File: src/rtl/mux_pkg.sv
// rtl/mux_pkg.sv - shared types and index helpers for the stream multiplexer
// Purpose: FSM state type and modulo channel-index wrap used by the mux and arbiter.
// Ports: none (package).
package mux_pkg;

  typedef enum logic {ST_IDLE, ST_LOCKED} state_t;

  // Wraps an index into [0, n). Callers only ever pass idx < 2*n, so a single
  // conditional subtract is enough and works for non-power-of-2 channel counts.
  function automatic int unsigned ch_wrap(input int unsigned idx, input int unsigned n);
    return (idx >= n) ? (idx - n) : idx;
  endfunction

endpackage

File: src/rtl/rr_arbiter.sv
// rtl/rr_arbiter.sv - combinational rotate-priority find-first arbiter
// Purpose: picks the first requesting channel after ptr, scanning ptr+1, ptr+2, ... modulo NUM_CH.
// Ports:
//   req     in   NUM_CH  per-channel request
//   ptr     in   SEL_W   last served channel; it gets lowest priority
//   gnt_idx out  SEL_W   granted channel index (0 when nothing granted)
//   gnt_vld out  1       at least one request present
module rr_arbiter
  import mux_pkg::*;
#(
  parameter  int NUM_CH = 4,
  localparam int SEL_W  = $clog2(NUM_CH)
) (
  input  logic [NUM_CH-1:0] req,
  input  logic [SEL_W-1:0]  ptr,
  output logic [SEL_W-1:0]  gnt_idx,
  output logic              gnt_vld
);

  logic [SEL_W-1:0] idx;

  always_comb begin
    gnt_idx = '0;
    gnt_vld = 1'b0;
    idx     = '0;
    for (int k = 0; k < NUM_CH; k++) begin
      idx = SEL_W'(ch_wrap(32'(ptr) + 32'(k) + 32'd1, 32'(NUM_CH)));
      if (!gnt_vld && req[idx]) begin
        gnt_idx = idx;
        gnt_vld = 1'b1;
      end
    end
  end

endmodule

File: src/rtl/stream_mux_rr.sv
// rtl/stream_mux_rr.sv - registered N:1 stream mux with fixed or round-robin select and packet lock
// Purpose: merges NUM_CH valid/ready channels onto one registered output stream; a packet,
//          once started, holds the grant until its last beat is accepted.
// Ports:
//   clk, reset  clock and synchronous active-high reset
//   mode        0 = fixed select via sel, 1 = round-robin
//   sel         channel index used in fixed mode
//   in_valid / in_last / in_data   per-channel beat, channel i at [i*WIDTH +: WIDTH]
//   in_ready    per-channel accept (combinational, one-hot or zero)
//   out_valid / out_data / out_last / out_ch   registered output beat and its source channel
//   out_ready   downstream accept
module stream_mux_rr
  import mux_pkg::*;
#(
  parameter  int NUM_CH = 4,
  parameter  int WIDTH  = 8,
  localparam int SEL_W  = $clog2(NUM_CH)
) (
  input  logic                    clk,
  input  logic                    reset,
  input  logic                    mode,
  input  logic [SEL_W-1:0]        sel,
  input  logic [NUM_CH-1:0]       in_valid,
  input  logic [NUM_CH-1:0]       in_last,
  input  logic [NUM_CH*WIDTH-1:0] in_data,
  output logic [NUM_CH-1:0]       in_ready,
  output logic                    out_valid,
  output logic [WIDTH-1:0]        out_data,
  output logic                    out_last,
  output logic [SEL_W-1:0]        out_ch,
  input  logic                    out_ready
);

  localparam logic [SEL_W:0] NUM_CH_X = (SEL_W+1)'(NUM_CH);

  state_t           state;
  logic [SEL_W-1:0] rr_ptr;
  logic [SEL_W-1:0] lock_ch;
  logic [SEL_W-1:0] grant;
  logic             granted;
  logic [SEL_W-1:0] arb_idx;
  logic             arb_vld;
  logic             load_en;
  logic             accept;
  logic [WIDTH-1:0] grant_data;
  logic             grant_last;

  rr_arbiter #(.NUM_CH(NUM_CH)) u_arb (
    .req     (in_valid),
    .ptr     (rr_ptr),
    .gnt_idx (arb_idx),
    .gnt_vld (arb_vld)
  );

  // Single-stage pipeline: the register can take a new beat when empty or draining.
  assign load_en = !out_valid || out_ready;

  // Mode and sel only matter between packets; a locked packet owns the grant.
  always_comb begin
    grant   = '0;
    granted = 1'b0;
    if (state == ST_LOCKED) begin
      grant   = lock_ch;
      granted = 1'b1;
    end else if (mode) begin
      grant   = arb_idx;
      granted = arb_vld;
    end else if ({1'b0, sel} < NUM_CH_X) begin
      grant   = sel;
      granted = 1'b1;
    end
  end

  always_comb begin
    in_ready   = '0;
    grant_data = '0;
    grant_last = 1'b0;
    for (int i = 0; i < NUM_CH; i++) begin
      if (grant == SEL_W'(i)) begin
        grant_data  = in_data[i*WIDTH +: WIDTH];
        grant_last  = in_last[i];
        in_ready[i] = load_en && granted;
      end
    end
  end

  assign accept = |(in_ready & in_valid);

  always_ff @(posedge clk) begin
    if (reset) begin
      out_valid <= 1'b0;
      out_data  <= '0;
      out_last  <= 1'b0;
      out_ch    <= '0;
      state     <= ST_IDLE;
      lock_ch   <= '0;
      rr_ptr    <= SEL_W'(NUM_CH - 1);
    end else if (load_en) begin
      if (accept) begin
        out_valid <= 1'b1;
        out_data  <= grant_data;
        out_last  <= grant_last;
        out_ch    <= grant;
        if (grant_last) begin
          rr_ptr <= grant;
          state  <= ST_IDLE;
        end else if (state == ST_IDLE) begin
          state   <= ST_LOCKED;
          lock_ch <= grant;
        end
      end else begin
        out_valid <= 1'b0;
      end
    end
  end

endmodule

File: config.mk
export PLATFORM = sky130hd
export DESIGN_NAME = stream_mux_rr
export DESIGN_NICKNAME = d
export VERILOG_FILES = /design/src/rtl/mux_pkg.sv /design/src/rtl/rr_arbiter.sv /design/src/rtl/stream_mux_rr.sv
export SDC_FILE = /design/constraint.sdc
export NUM_CORES = 1
export LEC_CHECK = 0
export CORE_ASPECT_RATIO = 0.75
export CORE_MARGIN = 5
export CORE_UTILIZATION = 45
export CTS_CLUSTER_DIAMETER = 80
export DETAILED_ROUTE_END_ITERATION = 10
export GPL_ROUTABILITY_DRIVEN = 0
export GPL_TIMING_DRIVEN = 0
export MAX_ROUTING_LAYER = met4
export PLACE_DENSITY = 0.93
export SLEW_MARGIN = 5
export SYNTH_ARGS = -nofsm -noshare
export SYNTH_HDL_FRONTEND = slang
export SYNTH_SLANG_ARGS = --single-unit
export TNS_END_PERCENT = 100
File: constraint.sdc
create_clock -name clk -period 2.7 [get_ports clk]
set_input_delay 0.54 -clock clk [delete_from_list [all_inputs] [get_ports clk]]
set_output_delay 0.54 -clock clk [all_outputs]
set_load 0.01 [all_outputs]
==> impl_metrics.ini, run 1 <==
[placement]
dpl_cell_area_um2 = 2320
dp_hpwl_mm = 3.68
dp_slack_ps = -801
place_inst = 288
port_buffers = 58

[logic_synthesis]
netlist.top_cell.by_area = dfxtp_1
synth_cells = 178
seq_area_frac_synth = 0.204
synth_fp_nets = 224
async_flop_share = 0
yosysWarnings = 0
synth_area_um2 = 1670
yosys-top-cells-area = dfxtp_1 20%, o221ai_2 7.2%, mux2_2 5.4%
synthMostInstantiatedCell = dfxtp_1
syn_avg_cell_area_um2 = 9.39
synthTopCellsByCount = 17 x dfxtp_1, 16 x inv_1, 12 x a21oi_1, 10 x o211ai_1
synth_top_area_frac = 0.204
synth_edf_count = 0
synth_cell_types = 55
synth-main-ff-cell = dfxtp_1
ys_ff_latch = 17

[route]
routedWlPerCell_um = 17.3
post_drt_via_cell_ratio = 5.80
drtIter0Drc = 198
drc = 0
detail-route-antenna-nets = 0
finalWirelength_mm = 5.28
drtPass1Iterations = 4
vias = 1768

[worst_setup_path]
critical_path.top_delay_family = buffers and inverters
crit_buf_inv = 3
cp_max_fo = 10
start_kind = input port
cp.depth = 7
cp.arrival_ps = 2100
path_class = input port to output pin
r2r_slack_ps = 380
crit_slowest_cell = o32a_4
worstPathRequired_ps = 2160
slowest_delay_ps = 420
cp-end-kind = output pin
path_cells = clkdlybuf4s15_2 > nand2b_4 > o32a_4 > nand3_4 > buf_4 > and3_1 > dlygate4sd2_1
worstRegToRegCells = 9

[grt]
grt_first_pass_wirelength_mm = 8.60
grt_usage = 0.220
antenna_found_initial = 0
grt_max_degree = 11
overflow = 0
grt_pass1_vias = 1760

[floorplanning]
die-area_um2 = 5050
io-pin-count = 62
die_w_um = 80.4
core-area_um2 = 3610
start_util = 0.463
row_count = 19
dieHeight_um = 62.8

[sta]
period_share = 0.977
fmax_mhz = 379
maxSlewHeadroom = 0.674
setup_viol_count_final = 0
finalClockSkew_ps = 5.15
tightestPinTransition_ps = 489
rsz0062_at_grt = yes
slew_violations = 0
finalCriticalPeriod_ps = 2640
whs_ps = 468
fin_ws_ps = 61.6
final.setup.tns_ps = 0
finalHoldViolCount = 0

[finish]
seqCellArea_um2 = 342
finalNetCount = 300
drive_gt1_frac = 0.340
nFillCells = 259
antenna_cells = 0
area_growth_pct = 49.8
final_area_um2 = 2500
multi_input_area_um2 = 1190
fin_cells = 305

[power_and_ir_drop]
power.density_nw_per_um2 = 651
leakage_nw = 0.927
peakVddDrop_mv = 0.278

[clock_network]
clockBufferDepth = 2
clock_latency_ps = 270
clock-sinks = 17
root_buffer = clkbuf_8
cts_buffers = 3
htreeDepth = 1
cts_tree = done
clkTransAtPathRegs_ps = 70

[job]
max_cap_viol_count = 0

[worst_hold_path]
hold_class = register to register
worst_hold_path.num_cells = 2

[outcome]
status = finished, final reports clean
logic make-up (layout without fill, tap and decap cells):
logic type | count (synthesis) | count (layout) | synth area share
AOI/OAI and AO/OA | 66 | 66 | 0.400
buffers and inverters | 34 | 109 | 0.115
muxes | 14 | 14 | 0.100
and+or+nand+nor | 47 | 47 | 0.181
DFF | 17 | 17 | 0.204
per-stage QoR:
stage / total power, mW / utilization
after floorplan: 1.01 / -
after global placement: 1.30 / 0.641
after detailed placement: 1.32 / 0.641
after CTS: 1.56 / 0.678
after global routing: 1.72 / 0.693
final: 1.63 / 0.693
layout by cell type, fill, tap and decap left out, types with 8 or more instances in the layout:
cell type	instances
clkdlybuf4s50_1	51
o221ai_2	8
o211ai_1	10
dfxtp_1	16
inv_1	16
mux2_2	8
o311ai_0	9
a21oi_1	11
buf_4	16
nand3_1	9
final timing paths:
check                            startpoint     endpoint
worst max-delay path                   mode  in_ready[3]
worst min-delay path            out_data[0]  out_data[0]
worst max register to register    rr_ptr[0]  out_data[4]
worst min register to register  out_data[0]  out_data[0]
state kept, by name, summed over array words and instances, names as in the netlist:
signal,flops
out_ch,2
lock_ch,2
out_data,8
rr_ptr,2
out_valid,1
state,1
out_last,1
area by class of cell:
type,instances,share of cell area
clock buffer,4,0.0180
tap,52,0.0260
inverter,16,0.0240
multi-input combinational,127,0.475
buffer,18,0.0580
timing repair buffer,71,0.263
sequential,17,0.136
report_power, final:
part | leakage [nW] | internal (mW) | switching (mW) | total [mW]
registers | 0.140 | 0.318 | 0.0403 | 0.358
logic | 0.764 | 0.540 | 0.530 | 1.07
clock network | 0.0228 | 0.105 | 0.0965 | 0.202
total | 0.927 | 0.963 | 0.667 | 1.63
worst min-delay path, delay by kind of cell (launching register included):
| kind | cells | cell delay, ps |
|---|---|---|
| and+or+nand+nor | 1 | 60 |
| AOI/OAI and AO/OA | 1 | 60 |
| DFF | 1 | 310 |
timing repair:
item,4_1_cts,5_1_grt
pin swaps,5,1
gates resized for setup,27,8
hold buffers,0,0
buffers inserted,7,6
setup endpoints to repair,12,4
per-layer routing:
| metal | track usage | share of wire | up-vias |
|---|---|---|---|
| met5 | - | 0 | - |
| met4 | 0.0802 | 0.018 | 0 |
| met3 | 0.0360 | 0.071 | 10 |
| met2 | 0.343 | 0.48 | 77 |
| met1 | 0.284 | 0.44 | 840 |
| li1 | - | - | 841 |
Note: power is estimated with default switching activity, not from simulation.
==> inputs of run 2 (changes only) <==
REMOVE_ABC_BUFFERS = 1   (was unset)
==> run 2 against run 1 <==
Against the previous run:
- final area is 2.3% lower
- flip-flop and latch count is the same
- worst setup slack better by 28 ps
- utilization is 1.6 points lower
- clock power shrank 4%
- critical path type unchanged
- combinational power shrank 5%
- critical endpoint is now in_ready[2]
- maximum frequency is 1.1% higher
- highest routed layer unchanged
- sequential share of layout area rose by 0.53 points
- wire length up 7.2%
==> impl_metrics.ini, run 2 (synthesized netlist as in run 1, its figures left out) <==
[worst_hold_path]
hold_class = register to register

[sta]
finalHoldViolCount = 0
setup_viol_count_final = 0
maxSlewHeadroom = 0.487
fmax_mhz = 383
tightestPinTransition_ps = 767
period_share = 0.967
finalClockSkew_ps = 2.25
slew_violations = 0
rsz0062_at_grt = no
whs_ps = 474
final.setup.tns_ps = 0
finalCriticalPeriod_ps = 2610

[floorplanning]
row_count = 19
dieHeight_um = 62.8
io-pin-count = 62
core-area_um2 = 3610
die-area_um2 = 5050
die_w_um = 80.4
start_util = 0.463

[grt]
grt_max_degree = 19
grt_usage = 0.235
overflow = 0
grt_first_pass_wirelength_mm = 9.14
antenna_found_initial = 0
grt_pass1_vias = 1801

[worst_setup_path]
cp_max_fo = 7
worstPathRequired_ps = 2160
start_kind = input port
cp.arrival_ps = 2070
slowest_delay_ps = 450
crit_top_cell = o31ai_4
crit_slowest_cell = clkdlybuf4s50_1
path_class = input port to output pin
cp-end-kind = output pin
path_cells = clkdlybuf4s50_1 > nand2b_4 > o31ai_4 > o31ai_4 > buf_6 > nand2_1 > nor2_1 > dlygate4sd2_1

[finish]
top_register = out_data
finalNetCount = 286
antenna_cells = 0
fin_cells = 291
final_area_um2 = 2450
area_growth_pct = 46.3
largest_reg_flops = 8
layout_commonest_cell = clkdlybuf4s50_1
drive_gt1_frac = 0.322
final_cell_mix = 52 x clkdlybuf4s50_1, 16 x inv_1, 14 x dfxtp_1

[outcome]
status = finished, final reports clean

[clock_network]
clock_latency_ps = 250
clkTransAtPathRegs_ps = 70
clockBufferDepth = 2
cts_tree = done
cts_buffers = 3
htreeDepth = 1
clock-sinks = 17
cts-hold-fix-buffers = 0
root_buffer = clkbuf_8

[route]
finalWirelength_mm = 5.66
detail-route-antenna-nets = 0
drtIter0Drc = 155
vias = 1759
routedWlPerCell_um = 19.5
drtPass1Iterations = 4
post_drt_via_cell_ratio = 6.04
drc = 0

[placement]
port_buffers = 61
dpl_cell_area_um2 = 2210
dp_hpwl_mm = 3.56
place_inst = 273

[power_and_ir_drop]
leakage_nw = 0.889
peakVddDrop_mv = 0.351
p_total_mw = 1.60
power.density_nw_per_um2 = 655

[job]
max_cap_viol_count = 0
run 2: layout make-up:
| class | instances | area, um2 |
|---|---|---|
| well taps | 52 | 65.1 |
| repair buffers | 74 | 676 |
| multi-input cells | 128 | 1250 |
| fillers | 286 | 1170 |
| inverters | 16 | 60.1 |
| clock buffers | 4 | 45.0 |
| flip-flops and latches | 17 | 347 |
run 2: timing repair:
action                     4_1_cts  5_1_grt
gates resized for setup         40       13
cloned                           1        0
pin swaps                        7        0
setup endpoints to repair       21        7
buffers inserted                12        1
run 2: stage by stage:
step,setup WS (ps),util
2_1_floorplan,185,-
3_3_place_gp,-1300,0.613
3_5_place_dp,-1370,0.613
4_1_cts,13.5,0.669
5_1_grt,10.7,0.677
6_report,89.2,0.677
run 2: final timing paths:
check	startpoint	slack [ps]	endpoint	depth (start not counted)
setup reg to reg	state	290	rr_ptr[0]	6
setup / recovery	out_ready	90	in_ready[2]	8
hold / removal	out_data[4]	470	out_data[4]	2
hold reg to reg	out_data[4]	470	out_data[4]	2
run 2: metal layers:
layer	wire length [um]	track usage	up-vias
met3	496	0.0490	16
met5	0	-	-
li1	-	-	814
met4	121	0.0612	0
met1	2190	0.278	832
met2	2860	0.401	97
run 2: worst max-delay path, delay by kind of cell:
family / cells / cell delay [ps]
buf+inv: 3 / 890
simple gates: 3 / 280
compound gates: 2 / 350
run 2: where the power goes:
part	total [mW]	internal (mW)	leakage [nW]	switching (mW)
sequential	0.392	0.321	0.140	0.0711
combinational	1.02	0.491	0.726	0.526
clock	0.193	0.105	0.0228	0.0882
==> inputs of run 3 (changes only) <==
SETUP_SLACK_MARGIN = 0.4   (was unset)
==> run 3 against run 2 <==
Against the previous run:
- combinational power is 39% higher
- worst setup slack improved by 180 ps
- sequential power increased by 1%
- clock-buffer cell count unchanged
- register-to-register slack improved by 50 ps
- critical path depth is 2 lower
- total power is 26% higher
- final area is 20% higher
- utilization rose by 13 points
- wire length increased by 41%
- critical path type is now register to output pin
- largest cell class unchanged
==> impl_metrics.ini, run 3 (synthesized netlist as in run 1, its figures left out) <==
[clock_network]
clkTransAtPathRegs_ps = 80
cts-hold-fix-buffers = 0
clock_latency_ps = 260
clock-sinks = 17
clockBufferDepth = 2
root_buffer = clkbuf_8
htreeDepth = 1
cts_buffers = 3
cts_tree = done

[power_and_ir_drop]
leakage_nw = 1.12
power.density_nw_per_um2 = 690
p_total_mw = 2.02
peakVddDrop_mv = 0.424

[finish]
nFillCells = 199
final_cell_mix = 50 x clkdlybuf4s50_1, 39 x buf_4, 16 x inv_1
largest_reg_flops = 8
fin_cells = 326
multi_input_area_um2 = 1380
final_area_um2 = 2930
top_register = out_data
utilization = 0.811
finalNetCount = 321
layout_commonest_cell = clkdlybuf4s50_1
antenna_cells = 0
drive_gt1_frac = 0.453
seqCellArea_um2 = 352
area_growth_pct = 75.4

[worst_setup_path]
cp_max_fo = 5
crit_slowest_cell = mux4_2
worstPathRequired_ps = 2160
path_class = register to output pin
path_cells = mux4_2 > o21ai_2 > o31ai_4 > and2_4 > nor2b_4 > buf_6
start_kind = register
cp.arrival_ps = 1890
slowest_delay_ps = 520
cp-end-kind = output pin

[sta]
fin_ws_ps = 267
period_share = 0.901
tightestPinTransition_ps = 892
finalClockSkew_ps = 4.80
maxSlewHeadroom = 0.404
setup_viol_count_final = 0
finalHoldViolCount = 0
fmax_mhz = 411
slew_violations = 0
rsz0062_at_grt = yes
finalCriticalPeriod_ps = 2430

[placement]
port_buffers = 61
dpl_cell_area_um2 = 2210
dp_slack_ps = -1370
dp_hpwl_mm = 3.56
place_inst = 273

[job]
max_cap_viol_count = 0

[route]
post_drt_via_cell_ratio = 6.63
vias = 2163
drc = 0
drtPass1Iterations = 5
finalWirelength_mm = 7.96
routedWlPerCell_um = 24.4
detail-route-antenna-nets = 0
drtIter0Drc = 262

[floorplanning]
core-area_um2 = 3610
start_util = 0.463
die_w_um = 80.4
die-area_um2 = 5050
io-pin-count = 62
dieHeight_um = 62.8
row_count = 19

[grt]
grt_first_pass_wirelength_mm = 10.1
antenna_found_initial = 0
overflow = 0
grt_usage = 0.263
grt_max_degree = 19
grt_pass1_vias = 1926

[worst_hold_path]
hold_class = register to register

[outcome]
status = finished, final reports clean
## run 3: cell count changes in the layout (fill, tap and decap cells not counted), sizes merged
cell           previous run  this run
buf                      17        57
clkbuf                    7         4
clkdlybuf4s50            52        50
clkdlybuf4s15             1         0
dlygate4sd2               1         2
## run 3: worst max-delay path: cells and delay by family, from the launching register on
kind | cells | cell delay (ps)
AND/OR/NAND/NOR | 2 | 310
flip-flops | 1 | 390
buffers and inverters | 1 | 120
AO/OA/AOI/OAI | 2 | 300
multiplexers | 1 | 520
## run 3: final cells by class
| type | instances | share of cell area |
|---|---|---|
| multi-input combinational | 128 | 0.470 |
| timing repair buffer | 109 | 0.352 |
| sequential | 17 | 0.120 |
| tap | 52 | 0.0222 |
| inverter | 16 | 0.0205 |
| clock buffer | 4 | 0.0154 |
## run 3: final timing paths
path         cells after the start  slack (ps)          end        start
max                              6         270  in_ready[0]    rr_ptr[0]
min                              2         480  out_data[5]  out_data[5]
max reg2reg                      9         340  out_data[4]    rr_ptr[0]
min reg2reg                      2         480  out_data[5]  out_data[5]
## run 3: through the flow
step                      TNS, ps  hold WS [ps]
after global placement     -17680           452
final                           0           481
after detailed placement   -19930           455
after CTS                       0           472
after floorplan                 0           434
after global routing            0           513
## run 3: report_power, final
part / internal (mW) / switching [mW] / total [mW]
sequential: 0.323 / 0.0745 / 0.397
clock: 0.105 / 0.0986 / 0.204
combinational: 0.731 / 0.691 / 1.42
total: 1.16 / 0.864 / 2.02
## run 3: repair_timing
action,CTS,global route
hold endpoints to repair,0,0
pin swaps,14,9
resized for setup,77,26
buffers inserted,28,20
endpoints found under the setup margin,21,20
gates cloned,1,0
## run 3: metal layers
| layer | wire length (um) | GRT usage |
|---|---|---|
| met1 | 2920 | 0.313 |
| met2 | 3720 | 0.417 |
| met3 | 890 | 0.0692 |
| met4 | 431 | 0.112 |
| met5 | 0 | - |
==> RTL change, RTL diff (flow settings as in run 1) <==
Reset style: asynchronous (`reset`), changed in one clocked block. Comments in the files are not updated.
--- a/src/rtl/stream_mux_rr.sv
+++ b/src/rtl/stream_mux_rr.sv
@@ -88,3 +88,3 @@
 
-  always_ff @(posedge clk) begin
+  always_ff @(posedge clk or posedge reset) begin
     if (reset) begin
Behaviour: differs if reset is asserted again (counterexample within 4 cycles, from zero or initial values and one cycle with reset high); with reset held inactive, the same outputs for 10 cycles.
==> RTL change against run 1 <==
Critical path depth unchanged. Worst hold slack better by 0.018 ns. Sequential cell count unchanged. Area after synthesis down 7.0%. Design area down 7.1%. Setup slack worse by 0.0072 ns. First-iteration DRC count down 19%. Sequential share of layout area up 4.8 points. Wire length down 13%. Total power up 56%. Synthesized cell count down 9.0%. Critical path type is now flop to output pin. Largest cell class unchanged. Largest power group unchanged.
==> RTL change: results (changes against run 1) <==
{| class="wikitable"
! Metric !! Value
|-
| Non-filler cells in the finished layout || 273 (-10%)
|-
| P_leak || 1.00 nW (+8.4%)
|-
| Total GRT Usage || 20.0% (-1.9 points)
|-
| Kind of start point of the critical path || flop
|-
| Setup skew after layout || 0.00354 ns (-0.00160 ns)
|-
| Total routed wirelength || 4580 um (-13%)
|-
| Critical hold path startpoint || out_data[1]$_DFFE_PP0P_
|-
| Compound-Gate Fraction of Synth Area || 18.9% (-21 points)
|-
| Fraction of final layout cells sized beyond drive strength 1 || 25.8% (-8.2 points)
|-
| Most frequent cells after synthesis || sky130_fd_sc_hd__mux2i_1 (27), sky130_fd_sc_hd__nand2_1 (18), sky130_fd_sc_hd__dfrtp_1 (15)
|-
| Pin count of the biggest net entering global routing || 18 (+7)
|-
| Final worst-path setup slack || 0.0544 ns (-0.00719 ns)
|-
| Total design power || 2.55 mW (+56%)
|-
| Cell depth of the worst flop-to-flop path || 8 (-1)
|-
| Combinational power || 1.86 mW (+74%)
|-
| Clock latency reported for the late side of the worst-skew pair || 0.25 ns (-0.02 ns)
|-
| Cell Count Post-Placement || 261 (-9.4%)
|-
| Pre-CTS setup slack || -0.896 ns (-0.0952 ns)
|-
| Family with the most delay on the worst path || flip-flops
|-
| Worst Hold Margin || 0.486 ns (+0.0179 ns)
|-
| Result of the run || complete, no violations
|-
| Met2 Track Usage GR || 33.7% (-0.65 points)
|-
| FF+latch area || 428 um2 (+25%)
|-
| Cell internal power dissipation || 1.46 mW (+51%)
|-
| Crit-path slowest cell || sky130_fd_sc_hd__dfstp_2
|-
| Largest cells by area after synthesis || sky130_fd_sc_hd__dfrtp_1 (24%), sky130_fd_sc_hd__mux2i_1 (17%), sky130_fd_sc_hd__mux2_2 (5.8%)
|-
| Wire length of the first global-routing pass || 7250 um (-16%)
|-
| Via Count || 1,546 (-13%)
|-
| Critical register-to-register path endpoint || lock_ch[1]$_DFFE_PP0P_
|-
| FFs w/ async S/R, synth || 100% (+100 points)
|-
| Startpoint of the most critical register-to-register path || rr_ptr[1]$_DFFE_PP1P_
|-
| Met3 Usage GRT || 5.34% (+1.7 points)
|-
| Detailed Place HPWL || 3450 um (-6.2%)
|-
| Area of placed instances || 0.00219 mm2 (-5.3%)
|-
| Number of buffers added on ports || 59 (+1.7%)
|-
| DRC marker count from the first detailed-route iteration || 161 (-19%)
|-
| Worst VDD drop || 0.669 mV (+140%)
|-
| Clock network fraction of design power || 7.5% (-4.9 points)
|-
| Slew HR || 55.7% (-12 points)
|-
| Post-synthesis net count || 208 (-7.1%)
|-
| DR WL met2 || 2350 um (-6.2%)
|-
| Flop2flop setup slack || 0.18 ns (-0.20 ns)
|-
| Detailed-routing wirelength on met1 || 1860 um (-19%)
|-
| Synthesized area divided by synthesized cell count || 9.59 um2 (+2.1%)
|-
| Crit path to || in_ready[2]
|}
-- RTL change: cell types whose count changed after synthesis, moves of 7 or more --
cell                       change
sky130_fd_sc_hd__mux2i_1      +23
sky130_fd_sc_hd__dfxtp_1      -17
sky130_fd_sc_hd__dfrtp_1      +15
sky130_fd_sc_hd__inv_1        -13
sky130_fd_sc_hd__nand2_1      +12
sky130_fd_sc_hd__o211ai_1      -9
sky130_fd_sc_hd__o311ai_0      -9
sky130_fd_sc_hd__nand3_1       -8
sky130_fd_sc_hd__o221ai_2      -8
sky130_fd_sc_hd__a21oi_1       -7
-- RTL change: cell type report --
type | instances | share of cell area (%)
buffer | 12 | 4.90
clock buffer | 4 | 1.94
inverter | 3 | 0.484
multi-input combinational | 129 | 44.6
sequential | 17 | 18.4
tap | 40 | 2.15
timing repair buffer | 68 | 27.5
-- RTL change: timing repair --
item                       in CTS  in global routing
setup buffers                  10                  0
pin swaps                       2                  2
gates resized for setup        32                  5
cloned                          0                  0
setup endpoints to repair       6                  2
